File: src/rtl/thread_scheduler_pkg.sv
// Shared encodings and widths for the two-thread fetch scheduler.
// Optional perf counters are enabled with SCHED_PERF_CNT_EN.
package thread_scheduler_pkg;

  localparam logic [1:0] THREAD_RUN     = 2'b00;
  localparam logic [1:0] THREAD_BLOCKED = 2'b01;
  localparam logic [1:0] THREAD_HALTED  = 2'b10;

  localparam int CNT_W = 8;
  localparam int TID_W = 1;

  localparam int PERF_W = 16;

endpackage

File: src/rtl/thread_scheduler_fsm.sv
// One thread's RUN/BLOCKED/HALTED state, block timeout counter
// and forced-release pulse.
module thread_state_fsm
  import thread_scheduler_pkg::*;
#(
  parameter int BLOCK_TIMEOUT = 15
) (
  input  logic       clk,
  input  logic       rst,
  input  logic       block,
  input  logic       resolve,
  input  logic       halt,
  output logic [1:0] state,
  output logic [1:0] state_nxt,
  output logic       timeout_err
);

  localparam logic [CNT_W-1:0] TO_LIM =
    CNT_W'(BLOCK_TIMEOUT);

  logic [CNT_W-1:0] cnt;
  logic [CNT_W-1:0] cnt_nxt;
  logic             to_nxt;

  always_comb begin
    state_nxt = state;
    cnt_nxt   = cnt;
    to_nxt    = 1'b0;
    if (halt) begin
      state_nxt = THREAD_HALTED;
      cnt_nxt   = '0;
    end else begin
      case (state)
        THREAD_RUN: begin
          if (block) begin
            state_nxt = THREAD_BLOCKED;
            cnt_nxt   = '0;
          end
        end
        THREAD_BLOCKED: begin
          if (block) begin
            cnt_nxt = '0;
          end else if (resolve) begin
            state_nxt = THREAD_RUN;
            cnt_nxt   = '0;
          end else if (cnt == TO_LIM) begin
            state_nxt = THREAD_RUN;
            cnt_nxt   = '0;
            to_nxt    = 1'b1;
          end else if (cnt != '1) begin
            cnt_nxt = cnt + 1'b1;
          end
        end
        // HALTED and the unused 2'b11 code are sticky
        default: ;
      endcase
    end
  end

  always_ff @(posedge clk or posedge rst) begin
    if (rst) begin
      state       <= THREAD_RUN;
      cnt         <= '0;
      timeout_err <= 1'b0;
    end else begin
      state       <= state_nxt;
      cnt         <= cnt_nxt;
      timeout_err <= to_nxt;
    end
  end

endmodule

File: src/rtl/thread_scheduler.sv
// Round-robin fetch-thread selector for the two-thread core.
// Define SCHED_PERF_CNT_EN to add fetch/idle perf counters.
module thread_scheduler
  import thread_scheduler_pkg::*;
#(
  parameter int BLOCK_TIMEOUT = 15
) (
  input  logic             clk,
  input  logic             rst,
  input  logic             fetch_is_branch,
  input  logic             br_resolve_valid,
  input  logic             br_resolve_tid,
  input  logic             halt_valid,
  input  logic             halt_tid,
`ifdef SCHED_PERF_CNT_EN
  output logic [PERF_W-1:0] fetch_cnt0,
  output logic [PERF_W-1:0] fetch_cnt1,
  output logic [PERF_W-1:0] idle_cnt,
`endif
  output logic             fetch_valid,
  output logic [TID_W-1:0] fetch_thread_id,
  output logic [3:0]       thread_state,
  output logic             all_halted,
  output logic             timeout_err
);

  logic [1:0] st0, st1, nx0, nx1;
  logic       to0, to1;
  logic       blk0, blk1;
  logic       rsv0, rsv1;
  logic       hlt0, hlt1;
  logic [TID_W-1:0] last_tid;
  logic [TID_W-1:0] pref;
  logic [TID_W-1:0] pick_tid;
  logic       pick_v;
  logic       run0, run1;
  logic       pref_run, last_run;

  assign blk0 = fetch_valid & fetch_is_branch
              & ~fetch_thread_id[0];
  assign blk1 = fetch_valid & fetch_is_branch
              & fetch_thread_id[0];
  assign rsv0 = br_resolve_valid & ~br_resolve_tid;
  assign rsv1 = br_resolve_valid & br_resolve_tid;
  assign hlt0 = halt_valid & ~halt_tid;
  assign hlt1 = halt_valid & halt_tid;

  thread_state_fsm #(
    .BLOCK_TIMEOUT(BLOCK_TIMEOUT)
  ) u_fsm0 (
    .clk        (clk),
    .rst        (rst),
    .block      (blk0),
    .resolve    (rsv0),
    .halt       (hlt0),
    .state      (st0),
    .state_nxt  (nx0),
    .timeout_err(to0)
  );

  thread_state_fsm #(
    .BLOCK_TIMEOUT(BLOCK_TIMEOUT)
  ) u_fsm1 (
    .clk        (clk),
    .rst        (rst),
    .block      (blk1),
    .resolve    (rsv1),
    .halt       (hlt1),
    .state      (st1),
    .state_nxt  (nx1),
    .timeout_err(to1)
  );

  // select on post-edge states so a new block/halt is honoured at once
  assign run0     = (nx0 == THREAD_RUN);
  assign run1     = (nx1 == THREAD_RUN);
  assign pref     = ~last_tid;
  assign pref_run = pref[0] ? run1 : run0;
  assign last_run = last_tid[0] ? run1 : run0;

  always_comb begin
    pick_v   = 1'b0;
    pick_tid = last_tid;
    unique case (1'b1)
      pref_run: begin
        pick_v   = 1'b1;
        pick_tid = pref;
      end
      (~pref_run & last_run): begin
        pick_v   = 1'b1;
        pick_tid = last_tid;
      end
      default: ;
    endcase
  end

  always_ff @(posedge clk or posedge rst) begin
    if (rst) begin
      fetch_valid     <= 1'b0;
      fetch_thread_id <= '0;
      last_tid        <= '1;
      all_halted      <= 1'b0;
    end else begin
      fetch_valid <= pick_v;
      all_halted  <= nx0[1] & nx1[1];
      if (pick_v) begin
        fetch_thread_id <= pick_tid;
        last_tid        <= pick_tid;
      end
    end
  end

  assign thread_state = {st1, st0};
  assign timeout_err  = to0 | to1;

`ifdef SCHED_PERF_CNT_EN
  always_ff @(posedge clk or posedge rst) begin
    if (rst) begin
      fetch_cnt0 <= '0;
      fetch_cnt1 <= '0;
      idle_cnt   <= '0;
    end else if (!fetch_valid) begin
      if (idle_cnt != '1)
        idle_cnt <= idle_cnt + 1'b1;
    end else if (fetch_thread_id[0]) begin
      if (fetch_cnt1 != '1)
        fetch_cnt1 <= fetch_cnt1 + 1'b1;
    end else begin
      if (fetch_cnt0 != '1)
        fetch_cnt0 <= fetch_cnt0 + 1'b1;
    end
  end
`endif

endmodule

File: config.mk
export PLATFORM = sky130hd
export DESIGN_NAME = thread_scheduler
export DESIGN_NICKNAME = d
export VERILOG_FILES = /design/src/rtl/thread_scheduler_pkg.sv /design/src/rtl/thread_scheduler_fsm.sv /design/src/rtl/thread_scheduler.sv
export SDC_FILE = /design/constraint.sdc
export NUM_CORES = 1
export LEC_CHECK = 0
export CORE_ASPECT_RATIO = 1.5
export CORE_MARGIN = 1.5
export CORE_UTILIZATION = 45
export CTS_BUF_LIST = sky130_fd_sc_hd__clkbuf_4 sky130_fd_sc_hd__clkbuf_8 sky130_fd_sc_hd__clkbuf_16
export CTS_CLUSTER_DIAMETER = 200
export DETAILED_ROUTE_END_ITERATION = 10
export DONT_BUFFER_PORTS = 1
export PLACE_DENSITY_LB_ADDON = 0.3
export SLEW_MARGIN = 20
export SYNTH_ARGS = -nofsm -noshare
export SYNTH_HDL_FRONTEND = slang
export SYNTH_HIERARCHICAL = 1
export SYNTH_SLANG_ARGS = --single-unit
File: constraint.sdc
create_clock -name clk -period 4.2 [get_ports clk]
set_input_delay 0.63 -clock clk [delete_from_list [all_inputs] [get_ports clk]]
set_output_delay 0.63 -clock clk [all_outputs]
set_load 0.02 [all_outputs]
==> impl_results.md <==
* R2R Path Start: fetch_valid
* TritonRoute pass-1 iters at 4
* CP required at 4.35 ns
* Post-CTS Hold Fix Bufs at 0
* Count of final hold-check violations at 0
* Layout area overhead at 6.75%
* Pleak at 0.665 nW
* Worst path depth at 5
* Insertion delay to the later sink of the worst-skew pair at 0.26 ns
* CP delay by family, top: simple AND/OR/NAND/NOR gates
* Clock Tree Root: clkbuf_8
* Tcrit/Tclk final at 54.0%
* Slowest cell on crit path: or4b_4
* Final setup TNS at 0 ns
* Grt ovf at 0
* Synthesized cell area at 0.00147 sq mm
* # setup viols final at 0
* Flops & latches, synth at 26
* CTS tree: built
* Die Footprint at 0.00361 sq mm
* RSZ-0062 raised after global routing: false
* Least-Margin Pin Slew at 0.536 ns
* Avg WL per Cell at 15.6 um
* Largest net degree at the start of global routing at 15
* Hold crit path type: primary input to async pin
* # rows at 25
* Max-Cap Viols at 0
* RePlAce Congestion at 0.802
* Avg Synthesized Cell Area at 10.0 sq um
* CP Class: flop to flop
* YS warnings at 6
* Vias per cell at 6.03
* Worst reg-to-reg path cell count at 5
* CP max stage delay at 0.54 ns
* VDD IR-drop max at 0.185 mV
* GRT Overall Usage at 17.5%
* IO Pins at 15
* First-pass GRT wire length at 4.97 mm
* Initial core utilization at 46.8%
* Tmin final at 2.27 ns
* Final antenna-violating net count at 0
* R2R setup slack at 1.93 ns
* Post-DP HPWL at 2.26 mm
* Slew HR at 64.0%
* Post-synthesis sequential area ratio at 44.5%
* Crit path arrival time at 2.42 ns
* Slew Viols, Final at 0
* Nature of the critical path endpoint: flop
* Vias in the first global route at 1183
* CTS H-tree lvls at 1
* DRT iter0 DRCs at 44
* Number of buffers created by CTS at 3
* Buf/Inv on CP at 0
* Design Power at 436 uW
* Layout cell share with drive strength beyond 1 at 14.7%
* Critical R2R Capture: u_fsm1/cnt[0]
* Antenna violations before repair at 0
* Worst path cell trace: and3_1, or4b_4, nor4_4, nor3b_2, mux2_2
* Core ar. at 0.00313 sq mm
* Power density over the cells at 279 mW/mm^2
* Die H at 72.9 um
* Unique masters post-synth at 34
* Synth Net Count at 155
* Achievable Freq at 441 MHz
* Clk sink count at 26
* # Post-CTS Setup Buffers at 0
* Port Buf Inserts at 0
* Number of gates resized after cts at 0
* Clk buf depth at 2
* FILL cells at 294
* Vias at 1146
* Residual DRC count at 0
* Worst Setup Start Kind: flop
* Reg clk slew, reported paths at 0.08 ns
* Status: finished, final reports clean
* CP startpoint: fetch_valid
* N_diodes at 0
* Post-Route WL at 2.96 mm
* Worst Setup EP: u_fsm1/cnt[0]
* Skew final at 0.00463 ns
* NumNets Final at 160
* Post-Synthesis Cells at 146
* Worst-path maximum fanout at 8
* Die width at 49.6 um
==> worst min-delay path by stage <==
stage	to	depth (start not counted)
2_1_floorplan	all_halted	1
3_3_place_gp	all_halted	1
3_5_place_dp	all_halted	1
4_1_cts	all_halted	1
5_1_grt	fetch_valid	1
6_report	fetch_thread_id	1
==> stage by stage <==
stage | hold slack (ns) | util (%) | instance area, sq um | cells | setup slack, ns
detailed placement | 0.412 | 48.4 | 1520 | 186 | 1.79
finish | 0.126 | 50.0 | 1560 | 190 | 1.93
global route | 0.119 | 50.0 | 1560 | 190 | 1.85
CTS | 0.124 | 50.0 | 1560 | 190 | 1.93
floorplan | 0.395 | - | 1470 | 146 | 1.94
global placement | 0.405 | 48.4 | 1520 | 186 | 1.85
==> cells by family (layout without fill, tap and decap cells) <==
group | after synthesis | after routing | synth area share [%]
simple gates | 66 | 66 | 27.8
compound gates | 39 | 39 | 20.9
fa+ha+maj | 2 | 2 | 1.71
mux | 2 | 2 | 1.54
buf+inv | 9 | 13 | 2.31
flops | 26 | 26 | 44.5
xor+xnor | 2 | 2 | 1.20
==> flip-flops by register name, indices dropped and copies added (netlist names) <==
signal	cells
u_fsm1/timeout_err	1
fetch_valid	1
u_fsm1/cnt	8
u_fsm1/state	2
u_fsm0/timeout_err	1
fetch_thread_id	1
u_fsm0/cnt	8
u_fsm0/state	2
last_tid	1
all_halted	1
==> cell type report <==
type | instances | area (sq um) | area share (%)
well taps | 40 | 50.0 | 3.20
clock buffers | 4 | 48.8 | 3.12
inverters | 9 | 33.8 | 2.16
multi-input cells | 111 | 779 | 49.8
flip-flops and latches | 26 | 652 | 41.7
==> per-layer routing <==
layer	global-route usage [%]	vias to the layer above	wire (um)
met4	6.17	0	25
met5	0	-	0
met3	2.87	4	113
met1	19.4	568	1190
met2	33.2	27	1640
li1	-	547	-
==> placed cells by master (no fill, tap or decap), types with 4 or more instances in the layout <==
cell type  count
nor2_1        12
o21ai_0        9
dfrtp_1       25
and3_1         5
nor3_1         4
inv_1          9
nand2_1       11
a211oi_1       6
nand3_1       10
a22o_1         4
o2bb2ai_1      6
a21oi_1        4
==> power breakdown <==
part / internal, mW / switching, mW / leakage, nW / total, mW
Combinational: 0.00792 / 0.0137 / 0.297 / 0.0216
Sequential: 0.260 / 0.0109 / 0.342 / 0.271
Clock: 0.0741 / 0.0697 / 0.0262 / 0.144
==> Yosys cell counts <==
library cell,number,share of area (%)
dfrtp_1,25,43
nor2_1,12,3.1
nand2_1,11,2.8
nand3_1,10,3.4
inv_1,9,2.3
o21ai_0,9,3.1
a211oi_1,6,3.1
o2bb2ai_1,6,3.6
and3_1,5,2.1
a21oi_1,4,1.4
a22o_1,4,2.4
nor3_1,4,1.4
nand2b_1,3,1.3
or2_2,3,1.3
a211o_1,2,1.2
a211oi_4,2,2.7
and2_1,2,0.85
and4b_1,2,1.4
ha_1,2,1.7
mux2_2,2,1.5
nor2b_1,2,0.85
nor3b_2,2,1.7
nor4_1,2,0.85
nor4_4,2,2.9
o21ba_2,2,1.4
o31ai_1,2,1.0
or2_1,2,0.85
or4b_4,2,1.9
xor2_1,2,1.2
and2_2,1,0.51
dfstp_2,1,1.8
nor3_2,1,0.68
o22ai_1,1,0.43
o32a_1,1,0.68
No activity file was read; power rests on OpenSTA's default activity.
